**config.mk**
```make
export PLATFORM = sky130hd
export DESIGN_NAME = swerv_trace_capture_flat
export DESIGN_NICKNAME = d
export VERILOG_FILES = /design/src/rtl/swerv_trace_pkg.sv /design/src/rtl/swerv_trace_capture_if.sv /design/src/rtl/swerv_trace_fifo2w1r.sv /design/src/rtl/swerv_trace_capture.sv /design/src/flat_wrapper.sv
export SDC_FILE = /design/constraint.sdc
export NUM_CORES = 2
export LEC_CHECK = 0
export BUFFER_PORTS_ARGS = -buffer_cell sky130_fd_sc_hd__buf_2
export CAP_MARGIN = 20
export CELL_PAD_IN_SITES_DETAIL_PLACEMENT = 1
export CELL_PAD_IN_SITES_GLOBAL_PLACEMENT = 1
export CORE_MARGIN = 5
export CORE_UTILIZATION = 25
export CTS_CLUSTER_DIAMETER = 100
export CTS_CLUSTER_SIZE = 10
export DETAILED_ROUTE_END_ITERATION = 10
export PLACE_DENSITY = 0.44
export SLEW_MARGIN = 5
export SYNTH_ARGS = -nofsm -noshare
export SYNTH_HDL_FRONTEND = slang
export SYNTH_SLANG_ARGS = --single-unit
```
**constraint.sdc**
```tcl
create_clock -name clk -period 11 [get_ports clk]
set_input_delay 2.2 -clock clk [delete_from_list [all_inputs] [get_ports clk]]
set_output_delay 2.2 -clock clk [all_outputs]
set_load 0.02 [all_outputs]
```
**src/rtl/swerv_trace_pkg.sv**
```systemverilog
// Shared types for the SweRV instruction-trace capture stage.
// The entry layout is packed so the FIFO can store it as a single word.
package swerv_trace_pkg;

    localparam int TRACE_SLOTS = 2;

    typedef struct packed {
        logic [31:0] insn;
        logic [31:0] addr;
        logic        exc;
        logic        intr;
        logic [4:0]  ecause;
        logic        lost;
    } trace_entry_t;

    // The cause field is only meaningful on exception/interrupt slots, so it is zeroed otherwise.
    function automatic trace_entry_t make_entry(
        input logic [31:0] insn,
        input logic [31:0] addr,
        input logic        exc,
        input logic        intr,
        input logic [4:0]  ecause
    );
        trace_entry_t e;
        e.insn   = insn;
        e.addr   = addr;
        e.exc    = exc;
        e.intr   = intr;
        e.ecause = (exc || intr) ? ecause : 5'd0;
        e.lost   = 1'b0;
        return e;
    endfunction

endpackage

```
**src/rtl/swerv_trace_capture_if.sv**
```systemverilog
// Valid/ready trace stream from the capture stage to the debug/trace sink.
// The master drives one entry per cycle; the slave accepts it with tr_ready.
interface swerv_trace_capture_if;

    logic        tr_valid;
    logic        tr_ready;
    logic [31:0] tr_insn;
    logic [31:0] tr_addr;
    logic        tr_exc;
    logic        tr_intr;
    logic [4:0]  tr_ecause;
    logic        tr_lost;

    modport master (
        output tr_valid, tr_insn, tr_addr, tr_exc, tr_intr, tr_ecause, tr_lost,
        input  tr_ready
    );

    modport slave (
        input  tr_valid, tr_insn, tr_addr, tr_exc, tr_intr, tr_ecause, tr_lost,
        output tr_ready
    );

endinterface

```
**src/rtl/swerv_trace_fifo2w1r.sv**
```systemverilog
// Trace-entry FIFO with two write ports and one read port.
// Port 1 is only written together with port 0 and lands at wr_ptr+1.
module swerv_trace_fifo2w1r
    import swerv_trace_pkg::*;
#(
    parameter  int DEPTH = 16,
    localparam int PTR_W = $clog2(DEPTH),
    localparam int CNT_W = PTR_W + 1
) (
    input  logic             clk,
    input  logic             rst_l,
    input  logic             wr_en0,
    input  trace_entry_t     wr_data0,
    input  logic             wr_en1,
    input  trace_entry_t     wr_data1,
    input  logic             rd_en,
    output trace_entry_t     rd_data,
    output logic [CNT_W-1:0] count
);

    trace_entry_t     mem_reg [DEPTH];
    logic [PTR_W-1:0] wr_ptr_reg;
    logic [PTR_W-1:0] rd_ptr_reg;
    logic [CNT_W-1:0] count_reg;
    logic [PTR_W-1:0] wr_ptr_p1;
    logic [1:0]       n_wr;
    logic [DEPTH-1:0] we0;
    logic [DEPTH-1:0] we1;

    assign wr_ptr_p1 = wr_ptr_reg + PTR_W'(1);
    assign n_wr      = {1'b0, wr_en0} + {1'b0, wr_en1};

    genvar gi;
    generate
        for (gi = 0; gi < DEPTH; gi++) begin : g_wdec
            assign we0[gi] = wr_en0 && (wr_ptr_reg == PTR_W'(gi));
            assign we1[gi] = wr_en1 && (wr_ptr_p1 == PTR_W'(gi));
        end
    endgenerate

    // Storage carries no reset; occupancy tracking alone decides what is valid.
    always_ff @(posedge clk) begin
        for (int i = 0; i < DEPTH; i++) begin
            if (we0[i]) begin
                mem_reg[i] <= wr_data0;
            end else if (we1[i]) begin
                mem_reg[i] <= wr_data1;
            end
        end
    end

    always_ff @(posedge clk) begin
        if (!rst_l) begin
            wr_ptr_reg <= '0;
            rd_ptr_reg <= '0;
            count_reg  <= '0;
        end else begin
            wr_ptr_reg <= wr_ptr_reg + PTR_W'(n_wr);
            rd_ptr_reg <= rd_ptr_reg + PTR_W'(rd_en);
            count_reg  <= count_reg + CNT_W'(n_wr) - CNT_W'(rd_en);
        end
    end

    assign rd_data = mem_reg[rd_ptr_reg];
    assign count   = count_reg;

endmodule

```
**src/rtl/swerv_trace_capture.sv**
```systemverilog
// Trace capture stage: packs up to two retired-instruction slots per cycle into a FIFO,
// drains one per cycle, counts overflow drops. Optional address filter: SWERV_TRACE_FILTER_EN.
module swerv_trace_capture
    import swerv_trace_pkg::*;
#(
    parameter int DEPTH = 16,
    parameter int OVF_W = 16
) (
    input  logic                     clk,
    input  logic                     rst_l,
    input  logic                     trace_en,
    input  logic [63:0]              trace_rv_i_insn_ip,
    input  logic [63:0]              trace_rv_i_address_ip,
    input  logic [2:0]               trace_rv_i_valid_ip,
    input  logic [2:0]               trace_rv_i_exception_ip,
    input  logic [2:0]               trace_rv_i_interrupt_ip,
    input  logic [4:0]               trace_rv_i_ecause_ip,
`ifdef SWERV_TRACE_FILTER_EN
    input  logic [31:0]              filt_lo,
    input  logic [31:0]              filt_hi,
`endif
    swerv_trace_capture_if.master    tr,
    output logic [OVF_W-1:0]         ovf_cnt,
    input  logic                     ovf_clr,
    output logic [$clog2(DEPTH):0]   level
);

    localparam int CNT_W     = $clog2(DEPTH) + 1;
    localparam int OVF_SUM_W = OVF_W + 1;

    trace_entry_t               slot_entry [TRACE_SLOTS];
    logic [TRACE_SLOTS-1:0]     slot_keep;
    logic [TRACE_SLOTS-1:0]     slot_cand;
    logic [CNT_W-1:0]           fifo_count;
    logic [CNT_W-1:0]           free_slots;
    logic [1:0]                 n_cand;
    logic [1:0]                 n_wr;
    logic [1:0]                 n_drop;
    trace_entry_t               wr_data0;
    trace_entry_t               rd_data;
    trace_entry_t               head;
    logic                       wr_en0;
    logic                       wr_en1;
    logic                       pop;
    logic                       lost_pend_reg;
    logic                       lost_pend_next;
    logic [OVF_W-1:0]           ovf_cnt_reg;
    logic [OVF_W-1:0]           ovf_cnt_next;
    logic [OVF_SUM_W-1:0]       ovf_sum;
    logic                       unused_bits;

    assign unused_bits = ^{trace_rv_i_valid_ip[2], trace_rv_i_exception_ip[2],
                           trace_rv_i_interrupt_ip[2]};

    genvar gi;
    generate
        for (gi = 0; gi < TRACE_SLOTS; gi++) begin : g_slot
            assign slot_entry[gi] = make_entry(trace_rv_i_insn_ip[gi*32 +: 32],
                                               trace_rv_i_address_ip[gi*32 +: 32],
                                               trace_rv_i_exception_ip[gi],
                                               trace_rv_i_interrupt_ip[gi],
                                               trace_rv_i_ecause_ip);
`ifdef SWERV_TRACE_FILTER_EN
            // Exceptions and interrupts are always interesting, whatever their PC.
            assign slot_keep[gi] = ((trace_rv_i_address_ip[gi*32 +: 32] >= filt_lo) &&
                                    (trace_rv_i_address_ip[gi*32 +: 32] <= filt_hi)) ||
                                   trace_rv_i_exception_ip[gi] || trace_rv_i_interrupt_ip[gi];
`else
            assign slot_keep[gi] = 1'b1;
`endif
            assign slot_cand[gi] = trace_en && trace_rv_i_valid_ip[gi] && slot_keep[gi];
        end
    endgenerate

    // Free space deliberately ignores a same-cycle pop.
    assign free_slots = CNT_W'(DEPTH) - fifo_count;
    assign n_cand     = {1'b0, slot_cand[0]} + {1'b0, slot_cand[1]};
    assign ovf_sum    = {1'b0, ovf_cnt_reg} + OVF_SUM_W'(n_drop);

    always_comb begin
        n_wr           = 2'd0;
        wr_data0       = slot_cand[0] ? slot_entry[0] : slot_entry[1];
        ovf_cnt_next   = ovf_cnt_reg;
        lost_pend_next = lost_pend_reg;

        if (free_slots >= CNT_W'(2)) begin
            n_wr = n_cand;
        end else if (free_slots == CNT_W'(1)) begin
            n_wr = (n_cand != 2'd0) ? 2'd1 : 2'd0;
        end
        // Slots are kept in order, so any excess is always the later slot.
        n_drop = n_cand - n_wr;

        // Only a loss from an earlier cycle marks the first entry written now.
        wr_data0.lost = lost_pend_reg;
        if (n_drop != 2'd0) begin
            lost_pend_next = 1'b1;
        end else if (n_wr != 2'd0) begin
            lost_pend_next = 1'b0;
        end

        if (n_drop != 2'd0) begin
            if (ovf_clr) begin
                ovf_cnt_next = OVF_W'(n_drop);
            end else if (ovf_sum[OVF_W]) begin
                ovf_cnt_next = '1;
            end else begin
                ovf_cnt_next = ovf_sum[OVF_W-1:0];
            end
        end else if (ovf_clr) begin
            ovf_cnt_next = '0;
        end
    end

    assign wr_en0 = (n_wr != 2'd0);
    assign wr_en1 = (n_wr == 2'd2);

    always_ff @(posedge clk) begin
        if (!rst_l) begin
            lost_pend_reg <= 1'b0;
            ovf_cnt_reg   <= '0;
        end else begin
            lost_pend_reg <= lost_pend_next;
            ovf_cnt_reg   <= ovf_cnt_next;
        end
    end

    swerv_trace_fifo2w1r #(
        .DEPTH (DEPTH)
    ) u_fifo (
        .clk      (clk),
        .rst_l    (rst_l),
        .wr_en0   (wr_en0),
        .wr_data0 (wr_data0),
        .wr_en1   (wr_en1),
        .wr_data1 (slot_entry[1]),
        .rd_en    (pop),
        .rd_data  (rd_data),
        .count    (fifo_count)
    );

    // Head is read straight from registered storage; zeroed while empty.
    assign tr.tr_valid  = (fifo_count != '0);
    assign pop          = tr.tr_valid && tr.tr_ready;
    assign head         = tr.tr_valid ? rd_data : '0;
    assign tr.tr_insn   = head.insn;
    assign tr.tr_addr   = head.addr;
    assign tr.tr_exc    = head.exc;
    assign tr.tr_intr   = head.intr;
    assign tr.tr_ecause = head.ecause;
    assign tr.tr_lost   = head.lost;

    assign level   = fifo_count;
    assign ovf_cnt = ovf_cnt_reg;

endmodule

```
**src/flat_wrapper.sv**
```systemverilog
// flat-port wrapper written by rule: the top's interface ports become plain ports
module swerv_trace_capture_flat import swerv_trace_pkg::*;
#(
    parameter int DEPTH = 16,
    parameter int OVF_W = 16
)
  (clk, rst_l, trace_en, trace_rv_i_insn_ip, trace_rv_i_address_ip, trace_rv_i_valid_ip, trace_rv_i_exception_ip, trace_rv_i_interrupt_ip, trace_rv_i_ecause_ip, ovf_cnt, ovf_clr, level, tr_tr_valid, tr_tr_insn, tr_tr_addr, tr_tr_exc, tr_tr_intr, tr_tr_ecause, tr_tr_lost, tr_tr_ready);
  swerv_trace_capture_if tr_i ();
  input  logic clk;
  input  logic rst_l;
  input  logic trace_en;
  input  logic [63:0] trace_rv_i_insn_ip;
  input  logic [63:0] trace_rv_i_address_ip;
  input  logic [2:0] trace_rv_i_valid_ip;
  input  logic [2:0] trace_rv_i_exception_ip;
  input  logic [2:0] trace_rv_i_interrupt_ip;
  input  logic [4:0] trace_rv_i_ecause_ip;
  output logic [OVF_W-1:0] ovf_cnt;
  input  logic ovf_clr;
  output logic [$clog2(DEPTH):0] level;
  output wire logic [$bits(tr_i.tr_valid)-1:0] tr_tr_valid;
  output wire logic [$bits(tr_i.tr_insn)-1:0] tr_tr_insn;
  output wire logic [$bits(tr_i.tr_addr)-1:0] tr_tr_addr;
  output wire logic [$bits(tr_i.tr_exc)-1:0] tr_tr_exc;
  output wire logic [$bits(tr_i.tr_intr)-1:0] tr_tr_intr;
  output wire logic [$bits(tr_i.tr_ecause)-1:0] tr_tr_ecause;
  output wire logic [$bits(tr_i.tr_lost)-1:0] tr_tr_lost;
  input wire logic [$bits(tr_i.tr_ready)-1:0] tr_tr_ready;
  assign tr_tr_valid = tr_i.tr_valid;
  assign tr_tr_insn = tr_i.tr_insn;
  assign tr_tr_addr = tr_i.tr_addr;
  assign tr_tr_exc = tr_i.tr_exc;
  assign tr_tr_intr = tr_i.tr_intr;
  assign tr_tr_ecause = tr_i.tr_ecause;
  assign tr_tr_lost = tr_i.tr_lost;
  assign tr_i.tr_ready = tr_tr_ready;
  swerv_trace_capture #(.DEPTH(DEPTH), .OVF_W(OVF_W)) u_core (.clk(clk), .rst_l(rst_l), .trace_en(trace_en), .trace_rv_i_insn_ip(trace_rv_i_insn_ip), .trace_rv_i_address_ip(trace_rv_i_address_ip), .trace_rv_i_valid_ip(trace_rv_i_valid_ip), .trace_rv_i_exception_ip(trace_rv_i_exception_ip), .trace_rv_i_interrupt_ip(trace_rv_i_interrupt_ip), .trace_rv_i_ecause_ip(trace_rv_i_ecause_ip), .tr(tr_i), .ovf_cnt(ovf_cnt), .ovf_clr(ovf_clr), .level(level));
endmodule
```
==> PnR_summary.wiki <==
{| class="wikitable"
! Metric !! Value
|-
| Clock power frac || 34.0%
|-
| Synth cell types || 54
|-
| Leading cell type in the layout, fill and taps excluded || edfxtp_1
|-
| Critical path arrival || 4.37 ns
|-
| Synth Area in Simple Gates || 9.38%
|-
| Endpoint class of the critical path || output port
|-
| Wire length per cell || 29.1 um
|-
| Synthesis-to-layout area growth || 14.2%
|-
| Clock latency of the later-clocked register in the worst-skew pair || 0.78 ns
|-
| Remaining antenna violation count after routing || 0
|-
| Count of buffers inserted at the top-level ports || 237
|-
| Area of the core region || 0.232 mm2
|-
| Post-route setup TNS || 0 ns
|-
| Final Max Slew Viols || 0
|-
| Net count, final || 4909
|-
| Average footprint of a synthesized cell || 12.2 um2
|-
| Detailed-route via count || 39200
|-
| Net switching share of the total power || 30.2%
|-
| Count of TritonRoute iterations in the first routing pass || 5
|-
| Cells along the critical path || buf_12 > buf_4 > mux4_2 > mux4_2 > and2_1 > buf_2
|-
| Startpoint class of the critical path || register
|-
| Number of buffers on the longest clock path || 3
|-
| Mux contribution to synthesized area || 15.1%
|-
| Fraction of final layout cells sized beyond drive strength 1 || 20.0%
|-
| Top cells by area in the synthesized netlist || edfxtp_1, mux4_2, a21oi_1, nor2_1, clkbuf_1
|-
| Max stage delay cell, worst path || buf_4
|-
| Yosys warns || 0
|-
| Worst vdd rail ir drop || 156 uV
|-
| Final Cycle Share || 59.8%
|-
| Number of antenna violations at the first check in global routing || 21
|-
| Share of synthesized flip-flops with an asynchronous set or reset || 0%
|-
| Vias per inst || 5.01
|-
| WS Path Type || register to output port
|-
| Count of flip-flops with a built-in enable after synthesis || 1151
|-
| Global placement routability congestion || 0.701
|-
| Area share of xor/xnor cells in the synthesized design || 0.135%
|-
| Largest fanout on the critical path || 99
|-
| Core Rows || 177
|-
| Most used DFF post-synth || edfxtp_1
|-
| Layout fillers || 24900
|-
| Critical path's largest stage delay || 0.88 ns
|-
| Max reg flops || 1152
|-
| Die boundary width || 493 um
|-
| Compound-gate portion of the synthesized area || 10.5%
|-
| DRT Wirelength || 228000 um
|-
| Power density over cell area || 192 mW/mm2
|-
| Switching Power || 3.86 mW
|-
| Number of global-route vias before repair || 40800
|-
| Critical path's most frequent cell || mux4_2
|-
| CTS tree || yes
|-
| Main combinational cell family by area after synthesis || multiplexers
|-
| Flop and latch count out of synthesis || 1182
|-
| Share of power burned in registers || 41.1%
|-
| Classification of the worst-slack hold path || register to register
|-
| Endpoints failing setup || 0
|-
| First-pass GRT wire length || 321000 um
|-
| CTS root buf || clkbuf_16
|-
| Combinational group share of total power || 24.9%
|-
| All-Layer GR Usage || 18.4%
|-
| Post-detailed-route DRC marker count || 0
|-
| Largest area contributor in the netlist || edfxtp_1
|-
| Largest net degree at the start of global routing || 109
|-
| Total half-perimeter wirelength after legalization and detailed placement || 120000 um
|-
| Synthesized instance count || 4772
|-
| Drt first-iter violations || 3429
|-
| Number of buffers inserted during clock tree synthesis || 139
|-
| Clock sinks || 1182
|-
| Post-layout power || 12.8 mW
|-
| Number of top-level pins || 241
|-
| Maximum clock frequency || 152 MHz
|-
| Syn Std Cell Area || 0.0583 mm2
|-
| Clock-pin slew reported for the worst setup and hold paths after clock tree synthesis || 0.06 ns
|-
| Area share of the largest cell type after synthesis || 59.3%
|-
| Number of buffers inserted for hold repair after clock tree synthesis || 0
|-
| Reported max-cap violation count || 0
|-
| Total gr overflow || 0
|-
| Sequential element share of the synthesized area || 60.4%
|-
| Status || complete, no violations
|-
| Internal power || 8.93 mW
|-
| Die H || 493 um
|-
| Worst-case headroom to the max-slew limit || 21.7%
|-
| WP data required || 8.80 ns
|-
| Unrepaired setup endpoints after global routing || no
|-
| Initial core utilization || 25.1%
|-
| Overall die area || 0.243 mm2
|-
| Synthesized netlist net count || 4942
|-
| Number of endpoints with negative hold slack in the final report || 0
|-
| Post CTS Setup Buffer Count || 0
|-
| Commonest cells after routing, fill and taps aside || edfxtp_1, nor2_1, a21oi_1, mux4_2, buf_2
|-
| Setup clock skew after layout || 0.0198 ns
|-
| Post_cts resized || 0
|-
| Clock H-tree levels || 4
|-
| Static leakage power || 21.9 nW
|-
| Slew of the pin with the lowest slew margin || 1.18 ns
|-
| Share of synthesized cell area in full adder, half adder and majority cells || 0.532%
|-
| Final critical-path required period || 6.57 ns
|}
-- synthesized netlist by cell type (5+ instances only) --
master / count
xnor2_1: 5
and3_1: 6
o22ai_1: 5
and2_1: 88
a311oi_1: 5
mux2i_1: 66
a211oi_1: 6
o21ai_1: 9
buf_1: 90
ha_1: 20
buf_2: 120
nand2_1: 171
nand3_1: 14
nand4_1: 5
nand2b_1: 5
inv_1: 21
a21oi_1: 1008
o21ai_0: 139
nor2b_1: 6
a31oi_1: 11
nor2_1: 1026
mux4_2: 360
dfxtp_1: 31
edfxtp_1: 1151
nor3_1: 9
clkbuf_1: 348
-- area by class of cell --
class	instances	area [um2]	area share, %
Clock inverter	13	225	0.338
Sequential cell	1182	35200	52.9
Inverter	24	97.6	0.147
Clock buffer	163	3700	5.55
Antenna cell	8	20.0	0.0301
Tap cell	3043	3810	5.72
Multi-Input combinational cell	3008	21100	31.6
Timing Repair Buffer	384	2470	3.71
-- cell families (layout without fill, tap and decap cells) --
| logic type | Yosys count | in the layout |
|---|---|---|
| AO/OA/AOI/OAI | 1198 | 1198 |
| other | 0 | 8 |
| buffers and inverters | 582 | 584 |
| multiplexers | 428 | 428 |
| flip-flops | 1182 | 1182 |
| AND/OR/NAND/NOR | 1350 | 1350 |
| XOR/XNOR | 9 | 9 |
| adder cells (fa/ha/maj) | 23 | 23 |
-- final timing paths --
| kind | from | to | slack [ns] | cells after the start |
|---|---|---|---|---|
| worst min register to register | u_core.u_fifo.mem_reg[8][0] | u_core.u_fifo.mem_reg[8][0] | 0.50 | 2 |
| worst min-delay path | u_core.u_fifo.mem_reg[8][0] | u_core.u_fifo.mem_reg[8][0] | 0.50 | 2 |
| worst max register to register | u_core.u_fifo.count[0] | u_core.u_fifo.mem_reg[6][62] | 6.26 | 11 |
| worst max-delay path | u_core.u_fifo.rd_ptr_reg[0] | tr_tr_insn[9] | 4.43 | 6 |
-- power groups by stage --
stage | Sequential, mW | Combinational, mW | Clock (mW)
finish | 5.25 | 3.18 | 4.35
global route | 5.26 | 3.45 | 4.66
CTS | 5.25 | 3.31 | 4.49
detailed placement | 5.35 | 3.30 | 0
global placement | 5.34 | 3.29 | 0
floorplan | 5.34 | 2.11 | 0
-- stage by stage --
step / hold slack (ns) / cell area (um2) / utilization, % / instances / worst slack, ns
2_1_floorplan: 0.439 / 58300 / - / 4772 / 1.60
3_3_place_gp: 0.471 / 62600 / 26.9 / 7638 / 3.94
3_5_place_dp: 0.483 / 62600 / 27.0 / 7640 / 3.85
4_1_cts: 0.492 / 66500 / 28.6 / 7816 / 4.22
5_1_grt: 0.524 / 66600 / 28.7 / 7819 / 4.08
6_report: 0.500 / 66600 / 28.7 / 7825 / 4.43
-- critical path, delay by kind of cell, from the launching register on --
kind	cells	cell delay, ns
buffers and inverters	3	1.71
and+or+nand+nor	1	0.19
muxes	2	1.14
DFF	1	0.36
-- metal layers --
| layer | global-route usage (%) | wire length (um) | vias to the layer above |
|---|---|---|---|
| li1 | - | - | 17500 |
| met1 | 24.5 | 101000 | 20600 |
| met2 | 31.9 | 113000 | 914 |
| met3 | 2.48 | 8860 | 263 |
| met4 | 4.04 | 4760 | 10 |
| met5 | 0 | 70 | - |
Power figures use the tool's default switching activity.
